### config.mk
export PLATFORM = sky130hd
export DESIGN_NAME = nt3137_activity_monitor
export DESIGN_NICKNAME = d
export VERILOG_FILES = /design/src/rtl/nt3137_activity_monitor.sv
export SDC_FILE = /design/constraint.sdc
export NUM_CORES = 1
export LEC_CHECK = 0
export CORE_ASPECT_RATIO = 1.2
export CORE_MARGIN = 2
export CORE_UTILIZATION = 45
export DETAILED_ROUTE_END_ITERATION = 10
export MAX_ROUTING_LAYER = met4
export PLACE_DENSITY = 0.63
export SYNTH_ARGS = -nofsm -noshare
export SYNTH_HDL_FRONTEND = slang
export SYNTH_SLANG_ARGS = --single-unit
### constraint.sdc
create_clock -name I1294_clk -period 3.5 [get_ports I1294_clk]
set_input_delay 0.35 -clock I1294_clk [delete_from_list [all_inputs] [get_ports I1294_clk]]
set_output_delay 0.35 -clock I1294_clk [all_outputs]
set_load 0.01 [all_outputs]
### src/rtl/nt3137_activity_monitor.sv
// Windowed activity observer for node I3137: counts toggles, ones and target
// sequence hits per window and hands each result off over valid/ready.
module nt3137_activity_monitor #(
  parameter int                 WIN_LEN  = 256,
  parameter int                 CNT_W    = 9,
  parameter int                 SEQ_LEN  = 4,
  parameter logic [SEQ_LEN-1:0] SEQ_PAT  = 4'b1011,
  parameter int                 RARE_THR = 2
) (
  input  logic             I1294_clk,
  input  logic             I1301_rst,
  input  logic             I3137,
  input  logic             mon_en,
  input  logic             res_ready,
  output logic             res_valid,
  output logic [CNT_W-1:0] res_toggles,
  output logic [CNT_W-1:0] res_ones,
  output logic [CNT_W-1:0] res_seq_hits,
  output logic             res_rare,
  output logic             overrun
);

  typedef enum logic [0:0] {IDLE = 1'b0, SAMPLE = 1'b1} state_t;

  state_t             state_r;
  state_t             state_s;
  logic [CNT_W-1:0]   idx_r;
  logic [CNT_W-1:0]   ones_r;
  logic [CNT_W-1:0]   tog_r;
  logic [CNT_W-1:0]   hits_r;
  logic [SEQ_LEN-1:0] shift_r;
  logic               prev_r;
  logic               prev_valid_r;
  logic [CNT_W-1:0]   fin_ones_r;
  logic [CNT_W-1:0]   fin_tog_r;
  logic [CNT_W-1:0]   fin_hits_r;
  logic               fin_valid_r;

  logic               capture_s;
  logic               clear_s;
  logic               finish_s;
  logic [CNT_W-1:0]   sample_idx_s;
  logic               last_s;
  logic [SEQ_LEN-1:0] shift_nx_s;
  logic               toggle_s;
  logic               hit_s;
  logic [CNT_W-1:0]   ones_nx_s;
  logic [CNT_W-1:0]   tog_nx_s;
  logic [CNT_W-1:0]   hits_nx_s;

  // Per-sample arithmetic: the incoming bit becomes sample idx_r+1.
  always_comb begin
    sample_idx_s = idx_r + CNT_W'(1);
    last_s       = (idx_r == CNT_W'(WIN_LEN - 1));
    shift_nx_s   = SEQ_LEN'({shift_r, I3137});
    toggle_s     = prev_valid_r && (I3137 != prev_r);
    hit_s        = (sample_idx_s >= CNT_W'(SEQ_LEN)) && (shift_nx_s == SEQ_PAT);
    ones_nx_s    = ones_r + CNT_W'(I3137);
    tog_nx_s     = tog_r + CNT_W'(toggle_s);
    hits_nx_s    = hits_r + CNT_W'(hit_s);
  end

  // State register.
  always_ff @(posedge I1294_clk) begin
    if (I1301_rst) begin
      state_r <= IDLE;
    end else begin
      state_r <= state_s;
    end
  end

  // Next state and datapath controls; the last sample of a window is never gated by mon_en.
  always_comb begin
    state_s   = state_r;
    capture_s = 1'b0;
    clear_s   = 1'b0;
    finish_s  = 1'b0;
    case (state_r)
      IDLE: begin
        if (mon_en) begin
          state_s = SAMPLE;
          clear_s = 1'b1;
        end else begin
          state_s = IDLE;
        end
      end
      SAMPLE: begin
        if (last_s) begin
          finish_s = 1'b1;
          clear_s  = 1'b1;
          state_s  = mon_en ? SAMPLE : IDLE;
        end else if (mon_en) begin
          capture_s = 1'b1;
          state_s   = SAMPLE;
        end else begin
          clear_s = 1'b1;
          state_s = IDLE;
        end
      end
      default: begin
        clear_s = 1'b1;
        state_s = IDLE;
      end
    endcase
  end

  // Working counters for the window in progress.
  always_ff @(posedge I1294_clk) begin
    if (I1301_rst) begin
      idx_r        <= '0;
      ones_r       <= '0;
      tog_r        <= '0;
      hits_r       <= '0;
      shift_r      <= '0;
      prev_r       <= 1'b0;
      prev_valid_r <= 1'b0;
    end else if (capture_s) begin
      idx_r        <= sample_idx_s;
      ones_r       <= ones_nx_s;
      tog_r        <= tog_nx_s;
      hits_r       <= hits_nx_s;
      shift_r      <= shift_nx_s;
      prev_r       <= I3137;
      prev_valid_r <= 1'b1;
    end else if (clear_s) begin
      idx_r        <= '0;
      ones_r       <= '0;
      tog_r        <= '0;
      hits_r       <= '0;
      shift_r      <= '0;
      prev_r       <= 1'b0;
      prev_valid_r <= 1'b0;
    end
  end

  // Completed-window stage, lets the next window start without a gap.
  always_ff @(posedge I1294_clk) begin
    if (I1301_rst) begin
      fin_ones_r  <= '0;
      fin_tog_r   <= '0;
      fin_hits_r  <= '0;
      fin_valid_r <= 1'b0;
    end else if (finish_s) begin
      fin_ones_r  <= ones_nx_s;
      fin_tog_r   <= tog_nx_s;
      fin_hits_r  <= hits_nx_s;
      fin_valid_r <= 1'b1;
    end else begin
      fin_valid_r <= 1'b0;
    end
  end

  // Result slot: load when free or being consumed, otherwise drop and flag overrun.
  always_ff @(posedge I1294_clk) begin
    if (I1301_rst) begin
      res_valid    <= 1'b0;
      res_toggles  <= '0;
      res_ones     <= '0;
      res_seq_hits <= '0;
      res_rare     <= 1'b0;
      overrun      <= 1'b0;
    end else if (fin_valid_r && (!res_valid || res_ready)) begin
      res_valid    <= 1'b1;
      res_toggles  <= fin_tog_r;
      res_ones     <= fin_ones_r;
      res_seq_hits <= fin_hits_r;
      res_rare     <= (int'(fin_tog_r) < RARE_THR);
    end else if (fin_valid_r) begin
      overrun      <= 1'b1;
    end else if (res_valid && res_ready) begin
      res_valid    <= 1'b0;
    end
  end

endmodule

==> qor.yml, run 1 <==
min_period_over_period_pct: 90.6
setup_viol: 0
first_global_vias: 3070
crit_chain: "ha_2 -> nand3_2 -> or3_1 -> inv_1 -> ha_1 -> and4_1 -> a21oi_1 -> o21ai_0 -> o21ai_0 -> ha_2 -> ha_2 -> nand3_1 -> nor2_2 -> a21oi_1 -> a311oi_1"
insertedDiodeCount: 0
ff_latch_area_um2: 1980
p_total_mw: 1.95
dr.pass1.iters: 5
outcome: "finished, final reports clean"
clockBufferDepth: 2
drv_slew: 0
syn_avg_cell_area_um2: 8.31
cellPowerDensity_nw_per_um2: 403
worstMarginPinSlew_ns: 0.958
yosysWarnings: 0
clkLatencyLatePin_ns: 0.37
multi_input_area_um2: 2110
post-route-min-period_ns: 3.17
synthCells: 510
hold_viol_final: 0
maxCapViolations: 0
cp.arrival_ns: 3.46
finalClockSkew_ns: 0.00939
die-width_um: 92.6
antenna_left: 0
synth_top_area_cell: "dfxtp_1"
drive_gt1_share_pct: 6.94
io_pins: 35
rsz0062_at_grt: "no"
gp_congestion: 0.866
nets: 543
dp_hpwl_um: 5610
cts_buffers: 9
die_h_um: 110
syn_area_um2: 4240
setup_tns_ns: 0
globalRoute.totalOverflow: 0
ir_drop_mv: 0.179
worstPathMaxFanout: 6
clock.fmax_ghz: 0.315
cpPeakStageDelay_ns: 0.41
critPathCaptureType: "flip-flop"
grt_usage_pct: 17.9
postCtsHoldBufs: 0
cts-root-buf: "clkbuf_8"
cts_sinks: 99
critPathRequiredTime_ns: 3.78
netlist-cell-type-count: 39
synth.area.top_cells: "dfxtp_1, nand2_1, a21oi_1"
post_drt_wl_per_cell_um: 12.7
path_clk_slew_ns: 0.10
p_leak_nw: 1.65
synth_top_area_share_pct: 46.8
fp.dieArea_um2: 10200
yosysSeqAreaShare_pct: 46.8
finalWirelength_um: 8260
grt_pass1_wl_um: 14100
synth_seq_cells: 99
portBuffers: 34
start_util_pct: 46.7
crit_path_start_kind: "flip-flop"
nFillCells: 892
hold_class: "flip-flop to flip-flop"
core_um2: 9080
crit_top_cell: "ha_2"
cts_setup_buffers: 0
max_slew_margin_pct: 36.1
critPathSlowestCell: "or3_1"
drc_errors: 0
cts_tree: "yes"
htree_num_levels: 3
first_iter_violations: 187
crit_type: "flip-flop to flip-flop"
num_vias: 3411
reg2reg_setup_slack_ns: 0.33
via_per_inst: 5.22
synth_nets: 525
grt_max_degree: 94
rows: 38
syn_to_final_growth_pct: 14.3
antenna_found_initial: 0
## cells in the mapped netlist
| library cell | n |
|---|---|
| nand3_4 | 1 |
| a21o_1 | 8 |
| a22oi_1 | 12 |
| nand2b_1 | 2 |
| a211oi_1 | 17 |
| a211oi_2 | 2 |
| and3b_1 | 1 |
| nor3_1 | 10 |
| nand4_1 | 1 |
| a311oi_1 | 5 |
| and4_1 | 1 |
| or2_2 | 1 |
| o211a_1 | 2 |
| ha_1 | 10 |
| and2_1 | 4 |
| nor3b_1 | 6 |
| and3_1 | 7 |
| xor2_1 | 4 |
| buf_4 | 1 |
| inv_1 | 3 |
| xnor2_1 | 18 |
| nand3b_1 | 4 |
| or3_1 | 4 |
| nor3_4 | 2 |
| o21bai_1 | 1 |
| or2_1 | 1 |
| clkbuf_1 | 12 |
| nor2b_1 | 2 |
| nor4_1 | 4 |
| a21oi_1 | 58 |
| nor2_1 | 64 |
| nand2_1 | 87 |
| nor3_2 | 2 |
| o21ai_0 | 22 |
| dfxtp_1 | 99 |
| clkbuf_2 | 1 |
| nand3_1 | 13 |
| buf_1 | 2 |
| buf_2 | 16 |
## metrics by stage
stage	hold slack [ns]	area (um^2)	cells	setup WS, ns	util [%]
after floorplan	0.432	4240	510	0.463	-
after global placement	0.441	4620	637	0.261	50.8
after detailed placement	0.446	4620	637	0.142	50.8
after CTS	0.457	4830	653	0.121	53.2
after global routing	0.471	4840	653	0.00714	53.3
final	0.453	4840	653	0.328	53.3
## kinds of logic (layout without fill, tap and decap cells)
group | count (synthesis) | in the layout | share of synthesized area, %
fa+ha+maj | 10 | 10 | 2.95
buf+inv | 35 | 58 | 3.69
flops | 99 | 99 | 46.8
simple gates | 217 | 217 | 23.8
xor+xnor | 22 | 22 | 4.55
compound gates | 127 | 127 | 18.3
## worst paths after layout
path / cells past startpoint / from / endpoint
hold / removal: 2 / fin_ones_r[4] / res_ones[4]
setup reg to reg: 15 / idx_r[0] / hits_r[6]
setup / recovery: 15 / idx_r[0] / hits_r[6]
hold reg to reg: 2 / fin_ones_r[4] / res_ones[4]
## layout make-up
cell class	count	area share [%]
Clock buffer	10	2.84
Tap cell	120	3.10
Timing Repair Buffer	39	7.70
Inverter	3	0.232
Sequential cell	99	41.0
Multi-Input combinational cell	376	43.6
Clock inverter	6	1.52
## layout by cell type, fill, tap and decap left out, types with 2 or more instances in the layout
cell              n
a22oi_1          12
o21ai_0          22
nor2b_1           2
a311oi_1          5
nor3_2            2
nor4_1            4
nand3_1          12
and3_1            7
nor3_4            2
nor3b_1           6
or3_1             4
a211oi_2          2
nand2b_1          2
and2_1            4
o211a_1           2
nor3_1           10
clkinv_4          2
xnor2_1          18
xor2_1            4
clkinvlp_4        2
clkdlybuf4s50_1  33
a21o_1            8
nand3b_1          4
a211oi_1         17
buf_4             5
a21oi_1          58
inv_1             3
nor2_1           63
nand2_1          87
dfxtp_1          97
ha_2              3
clkbuf_8         10
ha_1              7
dfxtp_2           2
## layer usage
layer  track usage, %  share of wire (%)  up-vias  routed length (um)
li1                 -                  -     1800                   -
met1             21.7                 48     1545                3980
met2             29.5                 47       52                3870
met3             2.65                2.9       14                 237
met4             8.64                2.1        0                 176
met5                -                  0        -                   0
## where the power goes
group / switching, mW / internal (mW)
combinational: 0.0423 / 0.0154
clock: 0.409 / 0.357
sequential: 0.00203 / 1.13
total: 0.453 / 1.50
## worst max-delay path: cells and delay by family (launching register included)
| family | cells | cell delay (ns) |
|---|---|---|
| and+or+nand+nor | 5 | 1.10 |
| adders and majority gates | 4 | 0.92 |
| AOI/OAI and AO/OA | 5 | 0.61 |
| DFF | 1 | 0.38 |
| buffers and inverters | 1 | 0.07 |
## what timing repair did
action,CTS,global route
hold endpoints to repair,0,0
endpoints found under the setup margin,0,6
resized for setup,0,7
Power figures use the tool's default switching activity.
==> run 2, diff against run 1 <==
CORE_MARGIN = 1.5   (was 2)
GPL_TIMING_DRIVEN = 0   (was unset)
==> run 2 against run 1 <==
- critical path depth unchanged
- combinational power rose by 16%
- clock skew shrank 0.0011 ns
- final cell count rose by 4.1%
- critical path type unchanged
- largest cell class unchanged
==> qor.yml, run 2 (synthesis gave the netlist of run 1 again) <==
crit_type: "flip-flop to flip-flop"
path_clk_slew_ns: 0.08  # -0.02 ns
die-width_um: 91.6  # -1.1%
first_global_vias: 3153  # +2.7%
worstPathMaxFanout: 6  # unchanged
die_h_um: 109  # -0.91%
io_pins: 35  # unchanged
cts-root-buf: "clkbuf_8"
critPathRequiredTime_ns: 3.77  # about the same
first_iter_violations: 150  # -20%
nets: 571  # +5.2%
pwr-share-clk_pct: 37.3  # -1.9 points
drive_gt1_share_pct: 8.75  # +1.8 points
num_vias: 3508  # +2.8%
via_per_inst: 5.16  # -1.2%
crit_path_start_kind: "flip-flop"
cts_tree: "yes"
outcome: "finished, final reports clean"
layout_commonest_cell: "dfxtp_1"
clock.fmax_ghz: 0.309  # -1.8%
worstMarginPinSlew_ns: 0.654  # -0.304 ns
ir_drop_mv: 0.223  # +25%
p_seq_share_pct: 59.2  # +1.4 points
drv_slew: 0  # unchanged
postCtsHoldBufs: 0  # unchanged
fin_util_pct: 54.5  # +1.1 points
antenna_found_initial: 0  # unchanged
maxCapViolations: 0  # unchanged
reg2reg_depth: 15  # unchanged
globalRoute.totalOverflow: 0  # unchanged
p_leak_nw: 1.72  # +4.4%
finalWirelength_um: 9540  # +15%
cts_sinks: 99  # unchanged
cellPowerDensity_nw_per_um2: 386  # -4.3%
grt_pass1_wl_um: 15500  # +9.8%
antenna_left: 0  # unchanged
dp_hpwl_um: 7020  # +25%
p_total_mw: 1.91  # -2.3%
intPower_mw: 1.47  # -1.7%
whs_path_depth: 2  # unchanged
post_drt_wl_per_cell_um: 14.0  # +11%
gp_congestion: 0.853  # -1.5%
reg2reg_setup_slack_ns: 0.27  # -0.06 ns
critPathCaptureType: "flip-flop"
min_period_over_period_pct: 92.3  # +1.7 points
cts_buffers: 9  # unchanged
clkLatencyLatePin_ns: 0.37  # about the same
hold_viol_final: 0  # unchanged
portBuffers: 34  # unchanged
switchingPower_uw: 434  # -4.3%
rsz0062_at_grt: "no"
grt_max_degree: 16  # -83%
post-route-min-period_ns: 3.23  # +0.0590 ns
syn_to_final_growth_pct: 16.7
insertedDiodeCount: 0  # unchanged
grt_usage_pct: 20.7  # +2.8 points
clockBufferDepth: 2  # unchanged
pwr-share-comb_pct: 3.5  # +0.5 points
finalClockSkew_ns: 0.00828  # -0.00111 ns
start_util_pct: 46.7  # unchanged
dr.pass1.iters: 4  # -1
htree_num_levels: 3  # unchanged
hold_class: "flip-flop to flip-flop"
cp.arrival_ns: 3.50  # +0.04 ns
drc_errors: 0  # unchanged
fp.dieArea_um2: 10000  # -2.0%
max_slew_margin_pct: 56.2  # +20 points
setup_viol: 0  # unchanged
p_sw_share_pct: 22.7  # -0.47 points
core_um2: 9080  # unchanged
final_cell_mix: "dfxtp_1, nand2_1, nor2_1"
setup_tns_ns: 0  # unchanged
rows: 38  # unchanged
==> run 2: cell types whose count changed in the layout (fill, tap and decap cells not counted), sizes merged <==
cell,before,now
clkinvlp,2,1
clkinv,2,1
clkdlybuf4s50,33,34
clkbuf,10,24
buf,6,20
==> run 2: per-stage QoR <==
stage                     setup slack, ns  std cells  cell area, um^2  hold WS [ns]
after floorplan                     0.463        510             4240         0.432
after global placement              0.127        664             4730         0.443
after detailed placement           0.0298        664             4730         0.446
after CTS                         0.00472        679             4910         0.460
after global routing              0.00591        680             4950         0.469
final                               0.269        680             4950         0.456
==> run 2: worst paths after layout <==
path / from / end
setup reg to reg: idx_r[0] / fin_hits_r[8]
setup / recovery: idx_r[0] / fin_hits_r[8]
hold / removal: res_toggles[2] / res_toggles[2]
hold reg to reg: res_toggles[2] / res_toggles[2]
==> run 2: final cells by class <==
type / count / area, um^2
fillers: 894 / 4130
multi-input cells: 376 / 2130
flip-flops and latches: 99 / 1980
clock inverters: 4 / 51.3
plain buffers: 32 / 145
well taps: 120 / 150
repair buffers: 35 / 348
inverters: 3 / 11.3
clock buffers: 11 / 131
==> run 2: what timing repair did <==
| item | CTS | global route |
|---|---|---|
| setup endpoints to repair | 0 | 6 |
| hold endpoints to repair | 0 | 0 |
| setup buffers | 0 | 1 |
| gates resized for setup | 0 | 9 |
==> run 2: power by group through the flow <==
stage	combinational, mW	clock, mW	sequential, mW
4_1_cts	0.0673	0.733	1.13
6_report	0.0670	0.712	1.13
5_1_grt	0.0736	0.780	1.13
2_1_floorplan	0.0411	0	1.16
3_5_place_dp	0.0668	0	1.16
3_3_place_gp	0.0661	0	1.16
==> run 2: worst max-delay path, stage by stage, from the launching register on <==
cell and delay [ns]:
dfxtp_2 0.38, ha_2 0.24, nand3_2 0.15, or3_1 0.42, inv_1 0.07, ha_1 0.24, and4_1 0.21, a21oi_1 0.12
o21ai_0 0.10, o21ai_0 0.13, ha_2 0.23, ha_2 0.22, nand3_2 0.14, nor3_2 0.19, xnor2_1 0.09, a211oi_1 0.24
==> run 2: per-layer routing <==
metal  GRT usage [%]  up-vias  share of wire [%]  routed length [um]
met5               -        -                  0                   0
met3            2.97       19                3.7                 355
met2            34.1       59                 47                4510
met1            24.3     1575                 46                4360
li1                -     1855                  -                   -
met4            11.8        0                3.2                 307
